### config.mk
export PLATFORM = sky130hd
export DESIGN_NAME = cs_registers_mtrap
export DESIGN_NICKNAME = d
export VERILOG_FILES = /design/src/rtl/cs_registers_mtrap.sv
export SDC_FILE = /design/constraint.sdc
export NUM_CORES = 1
export LEC_CHECK = 0
export CAP_MARGIN = 30
export CELL_PAD_IN_SITES_DETAIL_PLACEMENT = 0
export CELL_PAD_IN_SITES_GLOBAL_PLACEMENT = 2
export CORE_MARGIN = 1
export CORE_UTILIZATION = 25
export CTS_BUF_LIST = sky130_fd_sc_hd__clkbuf_16
export CTS_CLUSTER_SIZE = 8
export DETAILED_ROUTE_END_ITERATION = 16
export GPL_TIMING_DRIVEN = 1
export PLACE_DENSITY = 0.65
export SYNTH_ARGS = -nofsm -noshare
export SYNTH_HDL_FRONTEND = slang
export SYNTH_SLANG_ARGS = --single-unit
### constraint.sdc
create_clock -name clk_i -period 7.9 [get_ports clk_i]
set_input_delay 2.37 -clock clk_i [delete_from_list [all_inputs] [get_ports clk_i]]
set_output_delay 2.37 -clock clk_i [all_outputs]
set_load 0.02 [all_outputs]
### src/rtl/cs_registers_mtrap.sv
// rtl/cs_registers_mtrap.sv - machine-mode CSR file with interrupts, vectored traps, mret and 64-bit counters
//
// Purpose: serves CSR read/write/set/clear from the execute stage, steers trap
// entry (exceptions and interrupts) and mret, tracks M/U privilege and keeps
// mcycle/minstret.
// Ports:
//   clk_i, resetb_i, clk_en_i, exs_en_i          clock, async active-low reset, enables
//   rd_i, rd_addr_i, rd_data_o                    CSR read strobe/address, registered data
//   rd_illegal_rd_o, rd_illegal_wr_o              combinational access-fault flags
//   wr_i, wr_mode_i, wr_addr_i, wr_data_i         write-back (01 write, 10 set, 11 clear)
//   excp_*_i, excp_pc_i, excp_tval_i              exception sources, faulting pc, bad value
//   irq_ext_i, irq_tmr_i, irq_sw_i, irq_o         interrupt lines, pending-and-enabled
//   irq_take_i, retire_i, trap_rtn_i              interrupt accepted, retire, mret
//   trap_entry_addr_o, trap_rtn_addr_o, hpl_o     trap vector, mepc, current privilege
module cs_registers_mtrap #(
    parameter int unsigned C_XLEN         = 32,
    parameter logic [31:0] C_RESET_VECTOR = 32'h0000_0000,
    parameter logic [31:0] C_HART_ID      = 32'h0000_0000,
    parameter bit          C_COUNTERS     = 1'b1
) (
    input  logic              clk_i,
    input  logic              resetb_i,
    input  logic              clk_en_i,
    input  logic              exs_en_i,
    input  logic              rd_i,
    input  logic [11:0]       rd_addr_i,
    output logic [C_XLEN-1:0] rd_data_o,
    output logic              rd_illegal_rd_o,
    output logic              rd_illegal_wr_o,
    input  logic              wr_i,
    input  logic [1:0]        wr_mode_i,
    input  logic [11:0]       wr_addr_i,
    input  logic [C_XLEN-1:0] wr_data_i,
    input  logic              excp_ferr_i,
    input  logic              excp_uerr_i,
    input  logic              excp_maif_i,
    input  logic              excp_mala_i,
    input  logic              excp_masa_i,
    input  logic              excp_ilgl_i,
    input  logic [C_XLEN-1:0] excp_pc_i,
    input  logic [C_XLEN-1:0] excp_tval_i,
    input  logic              irq_ext_i,
    input  logic              irq_tmr_i,
    input  logic              irq_sw_i,
    output logic              irq_o,
    input  logic              irq_take_i,
    input  logic              retire_i,
    input  logic              trap_rtn_i,
    output logic [C_XLEN-1:0] trap_entry_addr_o,
    output logic [C_XLEN-1:0] trap_rtn_addr_o,
    output logic [1:0]        hpl_o
);

    // mode_q: 1 = machine, 0 = user
    logic        mode_q, mode_d;
    logic        st_mie_q, st_mie_d, st_mpie_q, st_mpie_d;
    logic [1:0]  st_mpp_q, st_mpp_d;
    logic [2:0]  mie_q, mie_d;          // {MEIE, MTIE, MSIE}
    logic [1:0]  inhibit_q, inhibit_d;  // {IR, CY}
    logic [31:0] mtvec_q, mtvec_d, mscratch_q, mscratch_d, mepc_q, mepc_d;
    logic [31:0] mcause_q, mcause_d, mtval_q, mtval_d, rd_data_q, rd_data_d;
    logic [63:0] mcycle_q, mcycle_d, minstret_q, minstret_d;

    logic [31:0] mip_w, mie_w, mstatus_w, wr_old, wr_val, excp_cause, excp_tval_w;
    logic [2:0]  irq_pend;
    logic [3:0]  irq_code;
    logic        qual, excp_any;

    assign hpl_o     = mode_q ? 2'b11 : 2'b00;
    assign mip_w     = {20'b0, irq_ext_i, 3'b0, irq_tmr_i, 3'b0, irq_sw_i, 3'b0};
    assign mie_w     = {20'b0, mie_q[2], 3'b0, mie_q[1], 3'b0, mie_q[0], 3'b0};
    assign mstatus_w = {19'b0, st_mpp_q, 3'b0, st_mpie_q, 3'b0, st_mie_q, 3'b0};

    function automatic logic csr_exists(input logic [11:0] a);
        case (a)
            12'h300, 12'h301, 12'h304, 12'h305, 12'h340, 12'h341, 12'h342,
            12'h343, 12'h344, 12'hF11, 12'hF12, 12'hF13, 12'hF14: csr_exists = 1'b1;
            12'h320, 12'hB00, 12'hB80, 12'hB02, 12'hB82,
            12'hC00, 12'hC80, 12'hC02, 12'hC82:                    csr_exists = C_COUNTERS;
            default:                                               csr_exists = 1'b0;
        endcase
    endfunction

    function automatic logic [31:0] csr_read(input logic [11:0] a);
        csr_read = 32'h0;
        case (a)
            12'h300: csr_read = mstatus_w;
            12'h301: csr_read = 32'h4010_0100;
            12'h304: csr_read = mie_w;
            12'h305: csr_read = mtvec_q;
            12'h340: csr_read = mscratch_q;
            12'h341: csr_read = {mepc_q[31:2], 2'b00};
            12'h342: csr_read = mcause_q;
            12'h343: csr_read = mtval_q;
            12'h344: csr_read = mip_w;
            12'hF14: csr_read = C_HART_ID;
            default: csr_read = 32'h0;
        endcase
        if (C_COUNTERS) begin
            case (a)
                12'h320:          csr_read = {29'b0, inhibit_q[1], 1'b0, inhibit_q[0]};
                12'hB00, 12'hC00: csr_read = mcycle_q[31:0];
                12'hB80, 12'hC80: csr_read = mcycle_q[63:32];
                12'hB02, 12'hC02: csr_read = minstret_q[31:0];
                12'hB82, 12'hC82: csr_read = minstret_q[63:32];
                default:          ;
            endcase
        end
    endfunction

    assign rd_illegal_rd_o = !csr_exists(rd_addr_i) || (rd_addr_i[9:8] > hpl_o);
    assign rd_illegal_wr_o = rd_illegal_rd_o || (rd_addr_i[11:10] == 2'b11);

    // U mode always accepts M-level interrupts regardless of mstatus.MIE
    assign irq_pend = mie_q & {irq_ext_i, irq_tmr_i, irq_sw_i};
    assign irq_o    = (st_mie_q || !mode_q) && (|irq_pend);
    assign irq_code = irq_pend[2] ? 4'd11 : (irq_pend[0] ? 4'd3 : 4'd7);

    assign excp_any = excp_ferr_i | excp_uerr_i | excp_maif_i | excp_mala_i | excp_masa_i | excp_ilgl_i;

    always_comb begin
        excp_cause  = 32'd2;
        excp_tval_w = excp_tval_i;
        if (excp_ferr_i)      excp_cause = 32'd1;
        else if (excp_uerr_i) begin excp_cause = 32'd2; excp_tval_w = 32'h0; end
        else if (excp_maif_i) excp_cause = 32'd0;
        else if (excp_mala_i) excp_cause = 32'd4;
        else if (excp_masa_i) excp_cause = 32'd6;
        else                  begin excp_cause = 32'd2; excp_tval_w = 32'h0; end
    end

    // Vector offset applies only when an interrupt, not an exception, is being steered
    always_comb begin
        trap_entry_addr_o = {mtvec_q[31:2], 2'b00};
        if (mtvec_q[1:0] == 2'b01 && (|irq_pend) && !excp_any)
            trap_entry_addr_o = {mtvec_q[31:2], 2'b00} + {26'b0, irq_code, 2'b00};
    end

    assign trap_rtn_addr_o = {mepc_q[31:2], 2'b00};
    assign rd_data_o       = rd_data_q;

    assign qual   = clk_en_i & exs_en_i;
    assign wr_old = csr_read(wr_addr_i);

    always_comb begin
        case (wr_mode_i)
            2'b10:   wr_val = wr_old | wr_data_i;
            2'b11:   wr_val = wr_old & ~wr_data_i;
            default: wr_val = wr_data_i;
        endcase
    end

    always_comb begin
        mode_d     = mode_q;
        st_mie_d   = st_mie_q;
        st_mpie_d  = st_mpie_q;
        st_mpp_d   = st_mpp_q;
        mie_d      = mie_q;
        inhibit_d  = inhibit_q;
        mtvec_d    = mtvec_q;
        mscratch_d = mscratch_q;
        mepc_d     = mepc_q;
        mcause_d   = mcause_q;
        mtval_d    = mtval_q;
        rd_data_d  = rd_data_q;
        mcycle_d   = mcycle_q;
        minstret_d = minstret_q;

        if (!inhibit_q[0])
            mcycle_d = mcycle_q + 64'd1;
        if (exs_en_i && retire_i && !inhibit_q[1])
            minstret_d = minstret_q + 64'd1;

        if (qual && rd_i)
            rd_data_d = rd_illegal_rd_o ? 32'h0 : csr_read(rd_addr_i);

        if (qual && (excp_any || irq_take_i)) begin
            mepc_d    = {excp_pc_i[31:2], 2'b00};
            st_mpie_d = st_mie_q;
            st_mie_d  = 1'b0;
            st_mpp_d  = hpl_o;
            mode_d    = 1'b1;
            if (excp_any) begin
                mcause_d = excp_cause;
                mtval_d  = excp_tval_w;
            end else begin
                mcause_d = {1'b1, 27'b0, irq_code};
                mtval_d  = 32'h0;
            end
        end else if (qual && trap_rtn_i) begin
            mode_d    = (st_mpp_q == 2'b11);
            st_mie_d  = st_mpie_q;
            st_mpie_d = 1'b1;
            st_mpp_d  = 2'b00;
        end else if (qual && wr_i && wr_mode_i != 2'b00) begin
            case (wr_addr_i)
                12'h300: begin
                    st_mie_d  = wr_val[3];
                    st_mpie_d = wr_val[7];
                    st_mpp_d  = (wr_val[12:11] == 2'b11) ? 2'b11 : 2'b00;
                end
                12'h304: mie_d      = {wr_val[11], wr_val[7], wr_val[3]};
                12'h305: mtvec_d    = {wr_val[31:2], (wr_val[1] ? 2'b00 : wr_val[1:0])};
                12'h340: mscratch_d = wr_val;
                12'h341: mepc_d     = {wr_val[31:2], 2'b00};
                12'h342: mcause_d   = wr_val;
                12'h343: mtval_d    = wr_val;
                default: ;
            endcase
            // A write to either half replaces the incremented value for the whole counter
            if (C_COUNTERS) begin
                case (wr_addr_i)
                    12'h320: inhibit_d  = {wr_val[2], wr_val[0]};
                    12'hB00: mcycle_d   = {mcycle_q[63:32], wr_val};
                    12'hB80: mcycle_d   = {wr_val, mcycle_q[31:0]};
                    12'hB02: minstret_d = {minstret_q[63:32], wr_val};
                    12'hB82: minstret_d = {wr_val, minstret_q[31:0]};
                    default: ;
                endcase
            end
        end
    end

    always_ff @(posedge clk_i or negedge resetb_i) begin
        if (!resetb_i) begin
            mode_q     <= 1'b1;
            st_mie_q   <= 1'b0;
            st_mpie_q  <= 1'b0;
            st_mpp_q   <= 2'b00;
            mie_q      <= 3'b000;
            inhibit_q  <= 2'b00;
            mtvec_q    <= {C_RESET_VECTOR[31:2], 2'b00};
            mscratch_q <= 32'h0;
            mepc_q     <= 32'h0;
            mcause_q   <= 32'h0;
            mtval_q    <= 32'h0;
            rd_data_q  <= 32'h0;
            mcycle_q   <= 64'h0;
            minstret_q <= 64'h0;
        end else if (clk_en_i) begin
            mode_q     <= mode_d;
            st_mie_q   <= st_mie_d;
            st_mpie_q  <= st_mpie_d;
            st_mpp_q   <= st_mpp_d;
            mie_q      <= mie_d;
            inhibit_q  <= inhibit_d;
            mtvec_q    <= mtvec_d;
            mscratch_q <= mscratch_d;
            mepc_q     <= mepc_d;
            mcause_q   <= mcause_d;
            mtval_q    <= mtval_d;
            rd_data_q  <= rd_data_d;
            mcycle_q   <= mcycle_d;
            minstret_q <= minstret_d;
        end
    end

endmodule
==> results of run 1 <==
==> power groups by stage <==
stage               clock (mW)  combinational [mW]  sequential (mW)
finish                    1.91               0.750             1.90
detailed placement           0               0.736             1.92
global placement             0               0.727             1.92
floorplan                    0               0.273             1.92
global route              2.00               0.788             1.90
CTS                       1.94               0.739             1.89
==> worst max-delay path, stage by stage <==
cell and delay [ns]:
clkdlybuf4s50_1 0.43, or3_1 0.47, or4b_1 0.68, a2111oi_4 0.42, buf_12 0.18, nand4_1 0.12, xnor2_1 0.18, clkdlybuf4s50_1 0.64
==> flip-flops by register name, indices dropped and copies added, names as in the netlist <==
register    cells
mode_q          1
inhibit_q       2
rd_data_o      32
minstret_q     64
mtval_q        32
mcycle_q       64
mtvec_q        31
mepc_q         30
mscratch_q     32
st_mpie_q       1
mie_q           3
st_mie_q        1
mcause_q       32
st_mpp_q        1
==> cell usage after synthesis, types with 25 or more instances <==
cell type,instances
o21ai_1,26
o221ai_1,25
o21ai_0,211
a31oi_1,48
a222oi_1,25
nand4_1,76
nand2_1,303
a22o_1,39
a221oi_1,63
and3_1,54
nor4_1,30
nand3_1,97
o22ai_1,27
clkbuf_1,150
nor2_1,140
buf_2,65
and4_1,28
dfrtp_1,325
or3_1,34
o211ai_1,50
a211oi_1,45
nor3_1,51
a21oi_1,151
mux2i_1,28
a22oi_1,75
==> layout make-up <==
cell class	instances	area share
well taps	1176	0.05234
clock inverters	20	0.004228
inverters	23	0.003071
multi-input cells	2082	0.4850
flip-flops and latches	326	0.2902
diodes	3	0.0002671
clock buffers	47	0.04184
repair buffers	369	0.1230
==> layer usage <==
layer | global-route usage | up-vias
met2 | 0.4441 | 1603
met4 | 0.1086 | 4
li1 | - | 10830
met5 | 0 | -
met3 | 0.06126 | 267
met1 | 0.3977 | 12940
==> per-stage QoR <==
stage	setup WS (ns)	area (um^2)	TNS (ns)	hold WS, ns
final	0.03645	28110	0	0.5067
after global routing	0.02331	28100	0	0.5331
after CTS	0.001353	28060	0	0.5095
after detailed placement	-0.1336	26760	-0.3291	0.4942
after global placement	-0.1380	26620	-0.4391	0.4836
after floorplan	0.9128	22680	0	0.4696
==> path summary, 6_finish.rpt <==
path,slack (ns),end,startpoint
worst min-delay path,0.51,mscratch_q[9],mscratch_q[9]
worst max-delay path,0.04,trap_entry_addr_o[23],excp_mala_i
min in group asynchronous,1.78,mepc_q[10],resetb_i
worst max register to register,4.52,mcycle_q[61],inhibit_q[0]
max in group asynchronous,4.62,minstret_q[27],resetb_i
worst min register to register,0.51,mscratch_q[9],mscratch_q[9]
==> logic make-up (layout without fill, tap and decap cells) <==
group,Yosys count,count (layout),share of synthesized area
AO/OA/AOI/OAI,1018,1018,0.3172
AND/OR/NAND/NOR,966,966,0.2283
adder cells (fa/ha/maj),7,7,0.003863
multiplexers,51,51,0.02429
buffers and inverters,272,459,0.05232
flip-flops,326,326,0.3599
other,1,7,0.0001654
XOR/XNOR,36,36,0.01391
==> placed cells by master (no fill, tap or decap), drive strengths merged, types with 22 or more instances in the layout <==
cell type,count
clkbuf,47
a211oi,49
and2,26
o211ai,50
dfrtp,325
inv,41
o221ai,25
xnor2,23
a22oi,75
a221oi,63
o31ai,22
nand4,76
o21ai,239
o22ai,27
a31oi,48
a222oi,25
buf,137
and3,54
clkdlybuf4s50,226
mux2i,28
mux2,22
or3,34
a22o,39
nor3,58
and4,28
a21oi,151
nand2,304
nor4,41
nand3,97
nor2,142
==> what timing repair did <==
item	4_1_cts	5_1_grt
hold endpoints to repair	0	0
setup endpoints to repair	5	8
hold buffers	0	0
gates resized for setup	3	6
pin swaps	0	0
==> impl_metrics.py, run 1 <==
metrics = {
    "clock_tree": {
        "clk_pin_slew_ns": 0.05,
        "cts_tree": "done",
        "clockBufferDepth": 3,
        "cts_num_sinks": 326,
        "post_cts_buffers": 0,
        "cts_made_buffers": 47,
        "clk_latency_ns": 0.62,
        "h-tree-depth": 2,
        "cts.root.buffer_cell": "clkbuf_16",
    },
    "floorplan": {
        "fp-row-count": 110,
        "die_area_um2": 91880,
        "io_pins": 241,
        "die_x_um": 303.1,
        "initial_core_util": 0.2522,
        "die_h_um": 303.1,
        "core_area_um2": 89870,
    },
    "power_and_ir_drop": {
        "fin_total_pwr_mw": 4.555,
        "cellPowerDensity_nw_per_um2": 162.0,
        "p_switching_mw": 1.442,
        "intPower_mw": 3.114,
        "p_leak_nw": 10.46,
        "switching_share": 0.3165,
        "clkPwrFrac": 0.419,
        "peakVddDrop_mv": 0.1377,
        "comb_power_share": 0.165,
        "seqPwrFrac": 0.416,
    },
    "routing": {
        "drtPass1Iterations": 6,
        "met3_length_um": 13500,
        "routedWlPerCell_um": 33.82,
        "initialDrtViolationCount": 3403,
        "vias": 25650,
        "routed.top_layer": "met5",
        "wirelength_um": 136800,
        "dr_wl_met2_um": 59880,
        "ant_nets": 0,
        "vias_per_cell": 6.340,
        "drc_errors": 0,
        "met1_length_um": 57780,
    },
    "global_route": {
        "grt.overflow.total": 0,
        "grt_use_total": 0.2897,
        "antenna_found_initial": 5,
        "first_global_vias": 24240,
        "grt_max_degree": 92,
        "grt_pass1_wl_um": 189800,
    },
    "cells_and_area": {
        "nets": 2996,
        "area_delta_synth_final_pct": 24.00,
        "multiInputGateArea_um2": 13630,
        "final_core_util": 0.3128,
        "drive_above_1_share": 0.1081,
        "regArea_um2": 8159,
        "fill_cells": 9424,
        "final_cells": 4046,
    },
    "synthesis": {
        "synthFlopType": "dfrtp_1",
        "seq_area_frac_synth": 0.3599,
        "async_flop_share": 1.000,
        "synthCells": 2677,
        "yosysTopAreaCell": "dfrtp_1",
        "ys_ff_latch": 326,
        "syn_avg_cell_area_um2": 8.468,
        "synth_area_leaders": "dfrtp_1 (36%), nand2_1 (5.0%), o21ai_0 (4.7%)",
        "synth_edf_count": 0,
        "synth_cell_types": 101,
        "syn_area_um2": 22670,
        "yosysWarnings": 0,
        "yosysTopAreaCellShare": 0.3588,
    },
    "critical_path": {
        "critPathKind": "primary input to output port",
        "cp_data_required_time_ns": 5.53,
        "setup.worst_path.end_class": "output port",
        "startpoint_type": "primary input",
        "r2r_cells": 6,
        "cp.arrival_ns": 5.49,
        "path_max_fanout": 8,
    },
    "worst_hold_path": {
        "min_path_cells": 2,
        "hold_class": "flop to flop",
    },
    "timing": {
        "finalSetupViolCount": 0,
        "slew_headroom": 0.2564,
        "rsz0062_at_grt": "no",
        "period_minus_slack_ns": 7.864,
        "drv_slew": 0,
        "fmaxAchievable_mhz": 127.2,
        "clock_skew_ns": 0.03023,
        "finalCritPeriodShare": 0.9954,
        "worst_pin_slew_ns": 1.115,
        "hold_viol": 0,
    },
    "place": {
        "dp_cells": 3974,
        "hpwl_um": 101400,
        "port_buffers": 234,
        "gp_congestion": 0.9748,
    },
    "run_status": {
        "outcome": "finished clean",
    },
    "job": {
        "maxCapViolations": 0,
    },
}
No activity file was read; power rests on OpenSTA's default activity.
==> run 2, diff against run 1 <==
CAP_MARGIN = 20   (was 30)
==> run 2 against run 1 <==
  * Cell count down 0.44%
  * Clock skew down 0.00092 ns
  * Final area decreased by 0.47%
  * Largest power group unchanged
  * Flip-flop and latch count unchanged
  * Register-to-register slack worse by 0.09 ns
  * Utilization decreased by 0.15 points
  * Global-route usage about the same
  * Via count increased by 0.41%
  * Critical path type unchanged
  * Die area unchanged
  * Non-clock buffer count decreased by 10
==> impl_metrics.py, run 2 (synthesis gave the netlist of run 1 again) <==
metrics = {
    "power_and_ir_drop": {
        "peakVddDrop_mv": 0.1192,
        "p_leak_nw": 10.45,
        "cellPowerDensity_nw_per_um2": 162.7,
    },
    "global_route": {
        "grt_max_degree": 92,
        "antenna_found_initial": 3,
        "met1_usage": 0.4035,
        "grt.overflow.total": 0,
        "grtUsageMet3": 0.05226,
        "grt_pass1_wl_um": 189500,
        "busiest_layer": "met2",
        "grt_use_total": 0.2894,
        "first_global_vias": 23930,
        "use_met2": 0.4473,
    },
    "timing": {
        "finalSetupViolCount": 0,
        "fmaxAchievable_mhz": 128.9,
        "hold_viol": 0,
        "fin_ws_ns": 0.1436,
        "clock_skew_ns": 0.02931,
        "finalCritPeriodShare": 0.9818,
        "worst_pin_slew_ns": 1.309,
        "drv_slew": 0,
        "slew_headroom": 0.1244,
        "rsz0062_at_grt": "no",
        "period_minus_slack_ns": 7.756,
    },
    "place": {
        "dp_cells": 3965,
        "hpwl_um": 101100,
        "port_buffers": 234,
        "gp_congestion": 0.9748,
        "place_ws_ns": -0.1340,
    },
    "clock_tree": {
        "post_cts_buffers": 0,
        "clk_pin_slew_ns": 0.05,
        "cts_num_sinks": 326,
        "clk_latency_ns": 0.61,
        "cts_made_buffers": 47,
        "clockBufferDepth": 3,
        "cts.root.buffer_cell": "clkbuf_16",
        "cts_tree": "done",
        "h-tree-depth": 2,
    },
    "critical_path": {
        "crit_chain": "clkdlybuf4s50_1 -> and2_1 -> a21oi_1 -> buf_4 -> ha_1 -> buf_4 -> o21a_1 -> o21ai_0 -> a2111oi_4 -> buf_12 -> nand2_1 -> xnor2_1 -> clkdlybuf4s50_1",
        "startpoint_type": "primary input",
        "cpPeakStageDelay_ns": 0.62,
        "cp_data_required_time_ns": 5.53,
        "critPathKind": "primary input to output port",
        "worst-path-buf-inv": 5,
        "cp_slowest_cell": "clkdlybuf4s50_1",
        "setup.worst_path.end_class": "output port",
        "critPathTopFamily": "buffers and inverters",
        "cp.arrival_ns": 5.39,
        "path_max_fanout": 8,
    },
    "cells_and_area": {
        "nets": 2986,
        "final_cells": 4028,
        "mostFrequentLayoutCells": "dfrtp_1 (325), nand2_1 (300), clkdlybuf4s50_1 (220)",
        "final_common_cell": "dfrtp_1",
        "area_delta_synth_final_pct": 23.42,
        "reg_top3": "mcycle_q (64), minstret_q (64)",
        "drive_above_1_share": 0.1057,
    },
    "floorplan": {
        "initial_core_util": 0.2522,
        "die_h_um": 303.1,
        "die_x_um": 303.1,
        "core_area_um2": 89870,
        "die_area_um2": 91880,
        "fp-row-count": 110,
        "io_pins": 241,
    },
    "routing": {
        "wirelength_um": 136800,
        "ant_nets": 0,
        "drc_errors": 0,
        "routedWlPerCell_um": 33.95,
        "vias_per_cell": 6.394,
        "vias": 25750,
        "drtPass1Iterations": 7,
        "initialDrtViolationCount": 3341,
    },
    "worst_hold_path": {
        "hold_class": "flop to flop",
    },
    "run_status": {
        "outcome": "finished clean",
    },
    "job": {
        "maxCapViolations": 0,
    },
}
## run 2: final timing paths
| check | depth (start not counted) | end | slack, ns | start |
|---|---|---|---|---|
| min in group asynchronous | 1 | mepc_q[10] | 1.77 | resetb_i |
| worst max-delay path | 13 | trap_entry_addr_o[17] | 0.14 | irq_ext_i |
| max in group asynchronous | 2 | mcycle_q[54] | 4.60 | resetb_i |
| worst max register to register | 6 | mcycle_q[48] | 4.43 | mcycle_q[9] |
| worst min-delay path | 2 | mscratch_q[10] | 0.51 | mscratch_q[10] |
| worst min register to register | 2 | mscratch_q[10] | 0.51 | mscratch_q[10] |
## run 2: timing repair
item                       CTS  global route
setup endpoints to repair    6            10
hold buffers                 0             0
gates resized for setup      4            10
## run 2: report_power, final
group          switching, mW  internal [mW]  leakage, nW
sequential             0.127           1.77         4.14
combinational          0.463          0.282         5.67
clock                  0.854           1.06        0.647
## run 2: worst reg2reg max path, cell delays in order, from the launching register on
cell,delay (ns)
dfrtp_1,0.58
and4_1,0.40
nand3_1,0.55
nor4_2,1.15
and3_1,0.32
o21ai_0,0.10
a211o_1,0.27
## run 2: metrics by stage
stage | instance area [um^2] | TNS, ns | utilization | hold WS, ns | power, mW
CTS | 27920 | 0 | 0.3107 | 0.5087 | 4.562
detailed placement | 26660 | -0.3875 | 0.2966 | 0.4942 | 2.652
global placement | 26620 | -0.4391 | 0.2962 | 0.4836 | 2.646
floorplan | 22680 | 0 | - | 0.4696 | 2.190
finish | 27980 | 0 | 0.3113 | 0.5120 | 4.551
global route | 27970 | 0 | 0.3112 | 0.5335 | 4.673
## run 2: layout make-up
| cell class | instances | area [um^2] |
|---|---|---|
| tap | 1176 | 1471 |
| clock buffer | 47 | 1176 |
| multi-input combinational | 2082 | 13630 |
| fill | 9414 | 61900 |
| timing repair buffer | 359 | 3357 |
| clock inverter | 12 | 86.33 |
| inverter | 23 | 86.33 |
| sequential | 326 | 8159 |
| antenna | 3 | 7.507 |
## run 2: layer usage
| layer | vias up | wire, um |
|---|---|---|
| met4 | 2 | 5235 |
| li1 | 10810 | - |
| met2 | 1596 | 60000 |
| met3 | 269 | 13810 |
| met1 | 13070 | 57680 |
| met5 | - | 19 |
